**src/rtl/if_id_stage.sv**
```systemverilog
// IF/ID pipeline stage: latches fetched instruction, decodes it into the ID/EX register,
// detects load-use hazards and jumps. Latency: ins at edge N reaches id_* at edge N+1.
// Backpressure: a load-use hazard raises Stall/Stall_pm for one cycle and inserts a bubble.
//
// Ports:
//   clk, reset (async, active-low)
//   ins[23:0], Current_Address[7:0]  : fetched instruction and its address
//   jmp_loc[7:0], pc_mux_sel         : jump redirect to upstream PC mux
//   Stall, Stall_pm                  : hold upstream PC / instruction memory output
//   id_opcode, id_rd, id_rs1, id_rs2, id_imm, id_pc, id_valid : registered decode
//   id_state[1:0]                    : FSM state (00 RUN, 01 HAZ, 10 FLUSH)
//   stall_count[15:0]                : saturating hazard counter, only with IF_ID_STALL_CNT_EN
module if_id_stage (
   input  logic        clk,
   input  logic        reset,
   input  logic [23:0] ins,
   input  logic [7:0]  Current_Address,
   output logic [7:0]  jmp_loc,
   output logic        pc_mux_sel,
   output logic        Stall,
   output logic        Stall_pm,
   output logic [4:0]  id_opcode,
   output logic [2:0]  id_rd,
   output logic [2:0]  id_rs1,
   output logic [2:0]  id_rs2,
   output logic [7:0]  id_imm,
   output logic [7:0]  id_pc,
   output logic        id_valid,
   output logic [1:0]  id_state
`ifdef IF_ID_STALL_CNT_EN
   ,
   output logic [15:0] stall_count
`endif
);

   localparam logic [4:0] OP_JMP  = 5'b11000;
   localparam logic [4:0] OP_LOAD = 5'b10100;

   typedef struct packed {
      logic [4:0] opcode;
      logic [2:0] rd;
      logic [2:0] rs1;
      logic [2:0] rs2;
      logic [1:0] rsvd;
      logic [7:0] imm;
   } instr_t;

   typedef enum logic [1:0] {
      ST_RUN   = 2'b00,
      ST_HAZ   = 2'b01,
      ST_FLUSH = 2'b10
   } state_t;

   instr_t     ir;
   logic [7:0] ir_pc;
   logic       ir_valid;
   logic       hazard;
   logic       jump;
   state_t     state_q;
   state_t     state_d;

   // Reserved field is carried in the IF/ID register but never decoded.
   logic [1:0] unused_rsvd;
   assign unused_rsvd = ir.rsvd;

   // Load-use: the load in ID/EX writes a register that the instruction in IF/ID reads.
   assign hazard = ir_valid & id_valid & (id_opcode == OP_LOAD) &
                   ((id_rd == ir.rs1) | (id_rd == ir.rs2));

   // A stalled jump waits; it redirects the PC once the hazard bubble has been issued.
   assign jump = ir_valid & (ir.opcode == OP_JMP) & ~hazard;

   assign pc_mux_sel = jump;
   assign jmp_loc    = ir_valid ? ir.imm : 8'h00;
   assign Stall      = hazard;
   assign Stall_pm   = hazard;

   // IF/ID and ID/EX registers
   always_ff @(posedge clk or negedge reset) begin
      if (!reset) begin
         ir        <= '0;
         ir_pc     <= 8'h00;
         ir_valid  <= 1'b0;
         id_opcode <= 5'h00;
         id_rd     <= 3'd0;
         id_rs1    <= 3'd0;
         id_rs2    <= 3'd0;
         id_imm    <= 8'h00;
         id_pc     <= 8'h00;
         id_valid  <= 1'b0;
      end else if (hazard) begin
         // Hold IF/ID, push a bubble into ID/EX; decoded fields keep their values.
         id_valid <= 1'b0;
      end else begin
         ir        <= ins;
         ir_pc     <= Current_Address;
         // The word fetched alongside a taken jump is the fall-through; squash it.
         ir_valid  <= ~jump;
         id_opcode <= ir.opcode;
         id_rd     <= ir.rd;
         id_rs1    <= ir.rs1;
         id_rs2    <= ir.rs2;
         id_imm    <= ir.imm;
         id_pc     <= ir_pc;
         id_valid  <= ir_valid;
      end
   end

   // FSM: state register
   always_ff @(posedge clk or negedge reset) begin
      if (!reset) begin
         state_q <= ST_RUN;
      end else begin
         state_q <= state_d;
      end
   end

   // FSM: next state
   always_comb begin
      state_d = ST_RUN;
      if (hazard) begin
         state_d = ST_HAZ;
      end else if (jump) begin
         state_d = ST_FLUSH;
      end
   end

   // FSM: outputs
   always_comb begin
      id_state = state_q;
   end

`ifdef IF_ID_STALL_CNT_EN
   always_ff @(posedge clk or negedge reset) begin
      if (!reset) begin
         stall_count <= 16'h0000;
      end else if (hazard && (stall_count != 16'hFFFF)) begin
         stall_count <= stall_count + 16'd1;
      end
   end
`endif

endmodule

```
**config.mk**
```make
export PLATFORM = sky130hd
export DESIGN_NAME = if_id_stage
export DESIGN_NICKNAME = d
export VERILOG_FILES = /design/src/rtl/if_id_stage.sv
export SDC_FILE = /design/constraint.sdc
export NUM_CORES = 1
export LEC_CHECK = 0
export CORE_UTILIZATION = 30
export DETAILED_ROUTE_END_ITERATION = 7
export MAX_ROUTING_LAYER = met4
export SYNTH_ARGS = -nofsm -noshare
export SYNTH_HDL_FRONTEND = slang
export SYNTH_SLANG_ARGS = --single-unit
```
**constraint.sdc**
```tcl
create_clock -name clk -period 2 [get_ports clk]
set_clock_uncertainty 0.15 [all_clocks]
set_input_delay 0.3 -clock clk [delete_from_list [all_inputs] [get_ports clk]]
set_output_delay 0.3 -clock clk [all_outputs]
set_load 0.02 [all_outputs]
```
==> reports/metrics.cfg <==
[run_status]
outcome = finished, violations left
violations = design-rule violations, negative setup slack

[logic_synthesis]
ys_seq_area_share_pct = 58.1
synthesis.nets = 190
yosysTopAreaCellShare_pct = 58.1
netlist_top_cells_count = dfrtp_1 (64), mux2_4 (51), and2_1 (12), xor2_1 (6), buf_12 (5)
synthCells = 156
ys_types = 19
avgSynthCellArea_um2 = 17.7
synth_area_leaders = dfrtp_1 (58%), mux2_4 (28%), buf_12 (3.6%)
synth-seq-cells = 64
async_flop_share_pct = 100
synth_area_um2 = 2760
yosys.area.top_type = dfrtp_1
synth_ff_type = dfrtp_1
yosysWarnings = 0
synth_edf_count = 0
synth.most_common_cell = dfrtp_1

[cts]
path_clk_slew_ns = 0.07
clock-sinks = 64
cts_tree = built
numCtsBuffers = 9
cts_buffer_depth = 2
clock_latency_ns = 0.33
htree_levels = 3
cts_root_buf = clkbuf_8

[timing]
relSlewSlack_pct = 72.5
min_period_ns = 2.13
finalCritPeriodShare_pct = 106
rsz0062_at_grt = yes
max_freq_ghz = 0.470
layout_setup_ws_ns = -0.127
maxSlewViolCount = 0
worst_slew_pin_slew_ns = 0.413
finalHoldViolations = 0
setup_viol = 46

[grt]
grt_pass1_vias = 1719
antenna_found_initial = 0
grt_pass1_wl_mm = 8.78
globalRouteTotalUtil_pct = 12.3
grt_start_max_net_pins = 65
grt_overflow = 0

[floorplanning]
start_util_pct = 31.3
core_um2 = 8810
io_pins = 78
fp.dieH_um = 97.9
num_rows = 34
dieArea_um2 = 9580
fp.dieW_um = 97.9

[layout]
nFillCells = 807
multi_input_area_um2 = 1040
stdcell_area_um2 = 4050
n_antenna_cell = 0
post-route-util_pct = 45.9
fin_nets = 300
drive_gt1_share_pct = 42.4
seq_area_um2 = 1610
areaGrowthSynthToFinish_pct = 46.7

[drt]
dr.pass1.iters = 6
top_layer = met4
drt-vias-per-instance = 4.20
antenna_left = 0
drtIter0Drc = 40
wl_met1_mm = 2.59
vias = 1590
wl_mm = 5.35
met3WireLength_um = 319
drc = 6
met2WireLength_mm = 2.39
wire_per_inst_um = 14.1

[placed_design]
io_buffers = 75
placed_area_um2 = 3740
dpl.hpwl_mm = 3.48
gp_congestion = 0.708

[critical_path]
regToRegStartpoint = id_rd[1]
path_cells = xor2_1, nor3_2, o21ai_4, buf_12, clkinvlp_4, buf_6
cp-start-kind = flip-flop
path_class = reg -> out
worstPathArrival_ns = 1.68
path_max_fanout = 3
required_ns = 1.55
regToRegSetupSlack_ns = -0.08
slowest_stage = dfrtp_2
rr_endpoint = ir_pc[7]
slowest_delay_ns = 0.43
r2r_cells = 6
end_kind = output pin

[hold_path]
hold_start = ir_pc[7]
holdPathStages = 1
hold_end = id_pc[7]
hold_class = reg -> reg

[run]
maxCapViolCount = 0

[pwr]
leakage_nw = 1.93
pwr_density_cell_nw_per_um2 = 714
ir_worst_vdd_mv = 0.476
p_total_mw = 2.89

[how the worst max path moves through the flow]
stage / startpoint / end / slack [ns] / depth (start not counted)
5_1_grt: id_opcode[3] / Stall_pm / -0.24 / 7
3_5_place_dp: id_rd[1] / ir_pc[7] / -0.34 / 6
2_1_floorplan: id_opcode[3] / Stall_pm / -0.11 / 6
4_1_cts: id_opcode[3] / Stall_pm / -0.17 / 7
6_report: id_rd[1] / Stall_pm / -0.13 / 6
3_3_place_gp: id_rd[1] / ir_pc[7] / -0.31 / 6
[state kept, by name, summed over array words and instances, names as in the netlist]
register,count
id_imm,8
id_opcode,5
id_pc,8
id_rd,3
id_rs1,3
id_rs2,3
id_state,2
id_valid,1
ir,22
ir_pc,8
ir_valid,1
[per-stage QoR]
| stage | worst slack [ns] | TNS [ns] | hold slack, ns | cells |
|---|---|---|---|---|
| global placement | -0.310 | -10.87 | 0.193 | 358 |
| detailed placement | -0.340 | -12.04 | 0.191 | 358 |
| global route | -0.244 | -6.07 | 0.372 | 379 |
| CTS | -0.168 | -3.98 | 0.362 | 378 |
| finish | -0.127 | -2.44 | 0.358 | 379 |
| floorplan | -0.108 | -0.168 | -0.146 | 156 |
[layout by cell type (no fill, tap or decap), types with 3 or more instances in the layout]
cell type	count
mux2_4	51
clkdlybuf4s50_1	62
buf_4	24
dfrtp_2	3
clkbuf_8	9
buf_12	4
dfrtp_1	61
xor2_1	6
mux2_2	4
and2_1	12
clkinv_2	5
buf_6	3
dlygate4sd2_1	9
[cells by family (layout without fill, tap and decap cells)]
kind of cell	Yosys count	in the layout	synth area share, %
AO/OA/AOI/OAI	1	1	0.590
XOR/XNOR	6	6	1.91
buffers and inverters	9	124	4.58
flip-flops	64	64	58.1
multiplexers	55	55	29.4
AND/OR/NAND/NOR	21	21	5.44
[area by class of cell]
| class | instances | area share, % |
|---|---|---|
| Sequential cell | 64 | 39.7 |
| Timing Repair Buffer | 107 | 26.5 |
| Multi-Input combinational cell | 83 | 25.6 |
| Tap cell | 108 | 3.34 |
| Clock buffer | 9 | 3.06 |
| Clock inverter | 7 | 1.55 |
| Inverter | 1 | 0.186 |
[power breakdown]
part / leakage (nW) / switching [mW] / internal [mW]
Combinational: 1.09 / 0.163 / 0.260
Clock: 0.0985 / 0.489 / 0.564
Sequential: 0.742 / 0.0453 / 1.37
Total: 1.93 / 0.697 / 2.19
[critical path, delay by kind of cell, from the launching register on]
| kind | cells | cell delay (ns) |
|---|---|---|
| AOI/OAI and AO/OA | 1 | 0.19 |
| xor gates and xnor gates | 1 | 0.25 |
| buffers and inverters | 3 | 0.39 |
| and+or+nand+nor | 1 | 0.10 |
| DFF | 1 | 0.43 |
[layer usage]
layer  vias up  track usage (%)
met5         -                -
met4         0             3.15
met3         5             5.44
met2        53             16.7
met1       775             16.7
li1        757                -
[repair_timing]
action,4_1_cts,5_1_grt
setup buffers,4,0
gates cloned,0,2
pin swaps,4,0
hold endpoints to repair,64,0
endpoints found under the setup margin,51,60
resized for setup,35,2
hold buffers,1,0
Power figures use the tool's default switching activity.
